[config.mk]
export PLATFORM = sky130hd
export DESIGN_NAME = xfer_arbiter
export DESIGN_NICKNAME = d
export VERILOG_FILES = /design/src/rtl/xfer_arbiter.sv
export SDC_FILE = /design/constraint.sdc
export NUM_CORES = 1
export LEC_CHECK = 0
export ABC_AREA = 1
export BUFFER_PORTS_ARGS = -buffer_cell sky130_fd_sc_hd__buf_2
export CAP_MARGIN = 5
export CELL_PAD_IN_SITES_DETAIL_PLACEMENT = 1
export CELL_PAD_IN_SITES_GLOBAL_PLACEMENT = 1
export CORE_MARGIN = 8
export CORE_UTILIZATION = 39
export DETAILED_ROUTE_END_ITERATION = 8
export GPL_ROUTABILITY_DRIVEN = 0
export PLACE_DENSITY_LB_ADDON = 0.08
export SLEW_MARGIN = 15
export SYNTH_ARGS = -nofsm -noshare
export SYNTH_HDL_FRONTEND = slang
export SYNTH_SLANG_ARGS = --single-unit
[constraint.sdc]
create_clock -name clk -period 1.9 [get_ports clk]
set_clock_uncertainty 0.2 [all_clocks]
set_input_delay 0.285 -clock clk [delete_from_list [all_inputs] [get_ports clk]]
set_output_delay 0.285 -clock clk [all_outputs]
set_load 0.005 [all_outputs]
[src/rtl/xfer_arbiter.sv]
// Round-robin arbiter for the shared scanner transfer link: arm a requester,
// grant on a start edge, count BUF_DEPTH ticks, then pulse done and hold off.
module xfer_arbiter #(
    parameter int BUF_DEPTH = 10,
    parameter int CNT_W     = 4,
    parameter int HOLDOFF   = 2
) (
    input  logic             clk,
    input  logic             reset,
    input  logic             tick,
    input  logic [1:0]       req,
    input  logic             start_transfer,
    output logic [1:0]       armed,
    output logic [1:0]       grant,
    output logic [CNT_W-1:0] xfer_prog,
    output logic             busy,
    output logic             done,
    output logic             abort
);

    localparam int                HOLD_N    = (HOLDOFF < 1) ? 1 : HOLDOFF;
    localparam int                HOLD_W    = $clog2(HOLD_N + 1);
    localparam logic [CNT_W-1:0]  PROG_END  = CNT_W'(BUF_DEPTH);
    localparam logic [HOLD_W-1:0] HOLD_LAST = HOLD_W'(HOLD_N - 1);

    typedef enum logic [1:0] {IDLE, ARM, XFER, DONE} state_t;

    state_t             state;
    logic               sel;
    logic               last_served;
    logic               start_q;
    logic               start_edge;
    logic               pick;
    logic [HOLD_W-1:0]  hold_cnt;
    logic [CNT_W-1:0]   prog_inc;

    function automatic logic [1:0] onehot(input logic idx);
        return idx ? 2'b10 : 2'b01;
    endfunction

    assign start_edge = start_transfer & ~start_q;
    assign prog_inc   = xfer_prog + CNT_W'(1);

    // A lone requester wins outright; a tie goes to whoever was not served last.
    always_comb begin
        pick = ~last_served;
        if (req == 2'b01)
            pick = 1'b0;
        else if (req == 2'b10)
            pick = 1'b1;
    end

    always_ff @(posedge clk) begin
        if (reset) begin
            state       <= IDLE;
            sel         <= 1'b0;
            last_served <= 1'b1;
            start_q     <= 1'b0;
            hold_cnt    <= '0;
            armed       <= 2'b00;
            grant       <= 2'b00;
            xfer_prog   <= '0;
            busy        <= 1'b0;
            done        <= 1'b0;
            abort       <= 1'b0;
        end else begin
            start_q <= start_transfer;
            done    <= 1'b0;
            abort   <= 1'b0;
            case (state)
                IDLE: begin
                    if (|req) begin
                        sel   <= pick;
                        armed <= onehot(pick);
                        busy  <= 1'b1;
                        state <= ARM;
                    end
                end
                ARM: begin
                    // Owner withdrawal outranks a simultaneous start edge.
                    if (!req[sel]) begin
                        armed <= 2'b00;
                        busy  <= 1'b0;
                        abort <= 1'b1;
                        state <= IDLE;
                    end else if (start_edge) begin
                        armed     <= 2'b00;
                        grant     <= onehot(sel);
                        xfer_prog <= '0;
                        state     <= XFER;
                    end
                end
                XFER: begin
                    if (!req[sel]) begin
                        grant     <= 2'b00;
                        xfer_prog <= '0;
                        busy      <= 1'b0;
                        abort     <= 1'b1;
                        state     <= IDLE;
                    end else if (tick && xfer_prog != PROG_END) begin
                        xfer_prog <= prog_inc;
                        if (prog_inc == PROG_END) begin
                            grant       <= 2'b00;
                            done        <= 1'b1;
                            last_served <= sel;
                            hold_cnt    <= '0;
                            state       <= DONE;
                        end
                    end
                end
                DONE: begin
                    if (hold_cnt == HOLD_LAST) begin
                        xfer_prog <= '0;
                        busy      <= 1'b0;
                        state     <= IDLE;
                    end else begin
                        hold_cnt <= hold_cnt + HOLD_W'(1);
                    end
                end
                default: state <= IDLE;
            endcase
        end
    end

endmodule

==> impl_metrics.tcl, run 1 <==
set metrics [dict create \
    finalNonFillerCells 212 \
    path_clk_slew_ns 0.11 \
    drt_iter0_drc 35 \
    netSwitchingPower_uw 751 \
    vias 1071 \
    syn_area_per_cell_sq_um 6.89 \
    clock-root-buffer "clkbuf_4" \
    crit_type "flop to flop" \
    hold_class "primary input to flop" \
    cap_violations 0 \
    hold_path_end "sel" \
    dp.final_hpwl_microns 2330 \
    fmax_ghz 0.553 \
    critPathCaptureType "flop" \
    arrival_ns 1.80 \
    die-width_microns 68.7 \
    die_h_microns 68.7 \
    comb_power_share_pct 54.0 \
    cp_data_required_time_ns 1.90 \
    cts_tree "yes" \
    grt_use_total_pct 13.8 \
    firstDrtPassIters 4 \
    yosysTopAreaCell "dfxtp_1" \
    cts_buffer_depth 2 \
    final_area_sq_mm 0.00129 \
    whs_path_depth 3 \
    internal_power_uw 958 \
    synth_cell_type_count 24 \
    drive_gt1_share_pct 25.4 \
    layout_commonest_cell "nand2_1" \
    portBuffers 16 \
    synth_area_leaders "dfxtp_1 (33%), nand2_1 (12%), ha_1 (9.3%)" \
    placed_area_sq_mm 0.00123 \
    synth_top_area_share_pct 33.3 \
    maxSlewViolCount 0 \
    grt_pass1_wl_microns 5010 \
    p_clk_share_pct 14.4 \
    h-tree-depth 1 \
    die_area_sq_mm 0.00471 \
    ys_warn_count 0 \
    relSlewSlack_pct 70.8 \
    ir_worst_vdd_v 0.000773 \
    grt_pass1_vias 1110 \
    boundaryPins 17 \
    ant_nets 0 \
    synth-seq-area-share_pct 33.3 \
    r2r_start "state[1]" \
    postSynthCellCount 157 \
    drc_errors 0 \
    dp_slack_ns 0.0482 \
    cp-start-kind "flop" \
    overflow 0 \
    tightest_slew_ns 0.434 \
    fin_crit_ns 1.81 \
    syn_nets 171 \
    synth_seq_cells 18 \
    min_from "req[1]" \
    dpl.cell_count 207 \
    p_sw_share_pct 43.9 \
    mostFrequentLayoutCells "nand2_1 (34), inv_1 (22), nor2_1 (19), buf_2 (16), dfxtp_1 (15)" \
    clock_latency_ns 0.30 \
    final.period_utilization_pct 95.1 \
    powerDensity_mw_per_mm2 1320 \
    setup_ws_ns 0.0927 \
    area_delta_synth_final_pct 19.4 \
    layout.nets 196 \
    power_leakage_nw 0.628 \
    cts_sinks 18 \
    syn_area_sq_mm 0.00108 \
    setup_viol 0 \
    status "completed" \
    core_area_sq_mm 0.00269 \
    setup_tns_ns 0 \
    r2r_cells 8 \
    hold_slack_ns 0.0813 \
    drt-total-wl_microns 2840 \
    start_util_pct 40.2 \
    avgRoutedWirePerCell_microns 13.4 \
    grt_max_degree 12 \
    cp_max_fo 5 \
    antenna_found_initial 0 \
    r2r_end "armed[0]" \
    cts_buffers 3 \
    insertedDiodeCount 0 \
    num_rows 19 \
    seq_power_share_pct 31.6 \
    via_per_inst 5.05 \
    hold_viol_final 0 \
    r2r_setup_slack_ns 0.09 \
]
## sequential cells by signal (all words and copies together), names as in the netlist
register	flops
xfer_prog	4
armed	2
grant	2
hold_cnt	2
state	2
abort	1
busy	1
done	1
last_served	1
sel	1
start_q	1
## stage by stage
stage	utilization, %	power [mW]
after floorplan	-	1.18
after global placement	45.6	1.41
after detailed placement	45.6	1.45
after CTS	47.4	1.70
after global routing	48.1	1.88
final	48.1	1.71
## worst max-delay path by stage
| stage | endpoint | slack (ns) | depth (start not counted) | start |
|---|---|---|---|---|
| after detailed placement | armed[0] | 0.05 | 7 | state[0] |
| after global routing | armed[0] | -0.02 | 8 | state[1] |
| after CTS | armed[0] | 0.04 | 7 | state[0] |
| after global placement | armed[0] | 0.08 | 7 | state[0] |
| after floorplan | grant[0] | 0.25 | 10 | state[0] |
| final | armed[0] | 0.09 | 8 | state[1] |
## power by group through the flow
stage / Sequential, mW / Combinational (mW) / Clock (mW)
after floorplan: 0.547 / 0.628 / 0
after global placement: 0.542 / 0.866 / 0
after detailed placement: 0.548 / 0.902 / 0
after CTS: 0.539 / 0.907 / 0.251
after global routing: 0.555 / 1.06 / 0.267
final: 0.540 / 0.923 / 0.246
## routing by layer
metal  share of wire, %  wire, microns  up-vias  track usage, %
li1                   -              -      546               -
met1                 46           1310      511            16.7
met2                 50           1400       10            24.5
met3                2.9             81        4            2.10
met4                1.3             38        0            3.84
met5                  0              0        -               0
## synth_stat cells
cell / number
nor2_4: 1
inv_1: 23
nand2_2: 4
a21oi_1: 10
o21bai_1: 1
a21oi_2: 2
nor2_2: 2
o21ai_0: 5
o21ai_1: 1
nand4_1: 1
nand2_1: 35
a211oi_1: 2
nor2_8: 1
ha_1: 8
nand3_1: 14
o31ai_1: 1
nor2_1: 19
inv_2: 1
clkbuf_1: 1
dfxtp_1: 18
nand2_4: 2
a31oi_1: 1
or2_2: 2
nor3_1: 2
## critical path: stages, from the launching register on
cell and delay [ns]:
dfxtp_1 0.34, inv_1 0.10, ha_2 0.23, inv_1 0.08, or2_2 0.31, a21oi_4 0.18, o21ai_0 0.11, o21ai_0 0.09
nor2_1 0.05
## logic make-up (layout without fill, tap and decap cells)
family          after synthesis  after routing  share of synthesized area (%)
simple gates                 83             83                           36.3
compound gates               23             23                           12.4
fa+ha+maj                     8              8                           9.26
flops                        18             18                           33.3
buf+inv                      25             49                           8.68
## cell type report
cell class	instances	area (sq um)
multi-input cells	114	642
fillers	371	1400
clock buffers	4	36.3
repair buffers	21	120
well taps	31	38.8
flip-flops and latches	18	364
inverters	24	90.1
## repair_timing
action,4_1_cts,5_1_grt
hold buffers,1,0
hold endpoints to repair,1,0
setup endpoints to repair,0,7
gates resized for setup,0,9
buffers inserted,0,0
Power figures use the tool's default switching activity.
==> inputs of run 2 (changes only) <==
--- a/config.mk
+++ b/config.mk
@@ -6,13 +6,13 @@
 export NUM_CORES = 1
 export LEC_CHECK = 0
 export ABC_AREA = 1
-export BUFFER_PORTS_ARGS = -buffer_cell sky130_fd_sc_hd__buf_2
 export CAP_MARGIN = 5
 export CELL_PAD_IN_SITES_DETAIL_PLACEMENT = 1
 export CELL_PAD_IN_SITES_GLOBAL_PLACEMENT = 1
 export CORE_MARGIN = 8
-export CORE_UTILIZATION = 39
+export CORE_UTILIZATION = 43
 export DETAILED_ROUTE_END_ITERATION = 8
+export DONT_BUFFER_PORTS = 1
 export GPL_ROUTABILITY_DRIVEN = 0
 export PLACE_DENSITY_LB_ADDON = 0.08
 export SLEW_MARGIN = 15
==> run 2 against run 1 <==
Compared with the run above: sequential share of layout area up 1.3 points; largest power group unchanged; critical path depth is 1 lower; design area is 3.8% lower.
==> impl_metrics.tcl, run 2 (same netlist as run 1, synthesis figures left out) <==
set metrics [dict create \
    powerDensity_mw_per_mm2 1350 \
    cts_setup_buffers 0 \
    setup_viol 0 \
    crit_family "compound AO/OA/AOI/OAI gates" \
    core_area_sq_mm 0.00243 \
    r2r_cells 7 \
    via_per_inst 5.15 \
    comb_power_share_pct 52.3 \
    start_util_pct 44.4 \
    antenna_found_initial 0 \
    dp.final_hpwl_microns 2250 \
    cts_buffers 3 \
    tightest_slew_ns 0.455 \
    die_area_sq_mm 0.00437 \
    max_stage_delay_ns 0.38 \
    hold_viol_final 0 \
    critPathCaptureType "flop" \
    clock-root-buffer "clkbuf_4" \
    largest_reg_flops 4 \
    drt_iter0_drc 52 \
    area_delta_synth_final_pct 14.9 \
    p_clk_share_pct 14.3 \
    fillerInstances 333 \
    ant_nets 0 \
    overflow 0 \
    grt_pass1_wl_microns 4980 \
    p_total_mw 1.68 \
    setup_tns_ns 0 \
    rsz0062_at_grt "no" \
    cp-start-kind "flop" \
    vias 1014 \
    boundaryPins 17 \
    mostFrequentLayoutCells "nand2_1 (35), inv_1 (22), nor2_1 (18), dfxtp_1 (15), nand3_1 (14)" \
    worstPathCellList "inv_1, ha_2, or2_2, a21oi_4, o21ai_0, o21ai_0, nor2_1" \
    maxSlewViolCount 0 \
    grt_max_degree 11 \
    p_sw_share_pct 44.4 \
    status "completed" \
    final.period_utilization_pct 95.6 \
    path_buf_inv 1 \
    cts_sinks 18 \
    internal_power_uw 932 \
    insertedDiodeCount 0 \
    regMostFlops "xfer_prog" \
    h-tree-depth 1 \
    arrival_ns 1.79 \
    grt_use_total_pct 14.7 \
    final_area_sq_mm 0.00124 \
    crit_path_top_delay_cell "dfxtp_1" \
    register_area_sq_um 367 \
    cts_buffer_depth 2 \
    drt-total-wl_microns 2850 \
    setup_ws_ns 0.0844 \
    netSwitchingPower_uw 744 \
    cp_max_fo 6 \
    grt_pass1_vias 1070 \
    die_h_microns 66.1 \
    fmax_ghz 0.551 \
    power_leakage_nw 0.561 \
    avgRoutedWirePerCell_microns 14.5 \
    placed_area_sq_mm 0.00114 \
    layout_commonest_cell "nand2_1" \
    die-width_microns 66.1 \
    firstDrtPassIters 7 \
    cp_data_required_time_ns 1.88 \
    drc_errors 0 \
    clock_latency_ns 0.30 \
    portBuffers 0 \
    seq_power_share_pct 33.4 \
    hold_class "primary input to flop" \
    path_clk_slew_ns 0.11 \
    relSlewSlack_pct 69.6 \
    layout.nets 182 \
    drive_gt1_share_pct 18.0 \
    crit_type "flop to flop" \
    multi_input_area_sq_um 652 \
    cp.depth 7 \
    dp_slack_ns 0.0404 \
    ir_worst_vdd_v 0.000789 \
    whs_path_depth 3 \
    cap_violations 0 \
    fin_crit_ns 1.82 \
    cts_tree "yes" \
    num_rows 18 \
    cp_common_cell "o21ai_0" \
]
==> run 2: cell count changes in the layout (fill, tap and decap cells not counted), sizes merged <==
cell	delta
buf	-16
dlygate4sd3	+2
==> run 2: repair_timing <==
item | 4_1_cts | 5_1_grt
hold buffers | 3 | 0
hold endpoints to repair | 10 | 0
setup endpoints to repair | 0 | 11
resized for setup | 0 | 11
==> run 2: power by group through the flow <==
stage	Sequential, mW	Clock (mW)	Combinational, mW
floorplan	0.547	0	0.628
global placement	0.561	0	0.794
detailed placement	0.568	0	0.830
CTS	0.558	0.247	0.843
global route	0.577	0.269	0.995
finish	0.560	0.240	0.876
==> run 2: worst paths after layout <==
path | startpoint | endpoint | slack, ns
worst max-delay path | state[1] | armed[0] | 0.08
worst min register to register | hold_cnt[1] | hold_cnt[1] | 0.29
worst min-delay path | req[0] | sel | 0.02
worst max register to register | state[1] | armed[0] | 0.08
==> run 2: cell type report <==
cell class	count	share of cell area, %
sequential	18	29.5
timing repair buffer	7	4.83
clock buffer	4	2.92
multi-input combinational	114	52.5
inverter	24	7.25
tap	30	3.02
==> run 2: stage by stage <==
step | hold slack [ns] | cells | util, %
after floorplan | 0.207 | 157 | -
after global placement | 0.159 | 190 | 47.1
after detailed placement | 0.158 | 190 | 47.1
after CTS | 0.0141 | 197 | 49.8
after global routing | 0.0395 | 197 | 51.1
final | 0.0236 | 197 | 51.1
==> run 2: worst min-delay path: stages <==
cell and delay [ns]:
nand2_1 0.06, nand3_1 0.07, a21oi_1 0.06
==> run 2: layer usage <==
layer  vias up  wire length, microns  track usage (%)
met3         5                   110             3.22
met4         0                    51             7.20
met1       475                  1270             16.4
met2        14                  1410             25.6
met5         -                     0                0
li1        520                     -                -
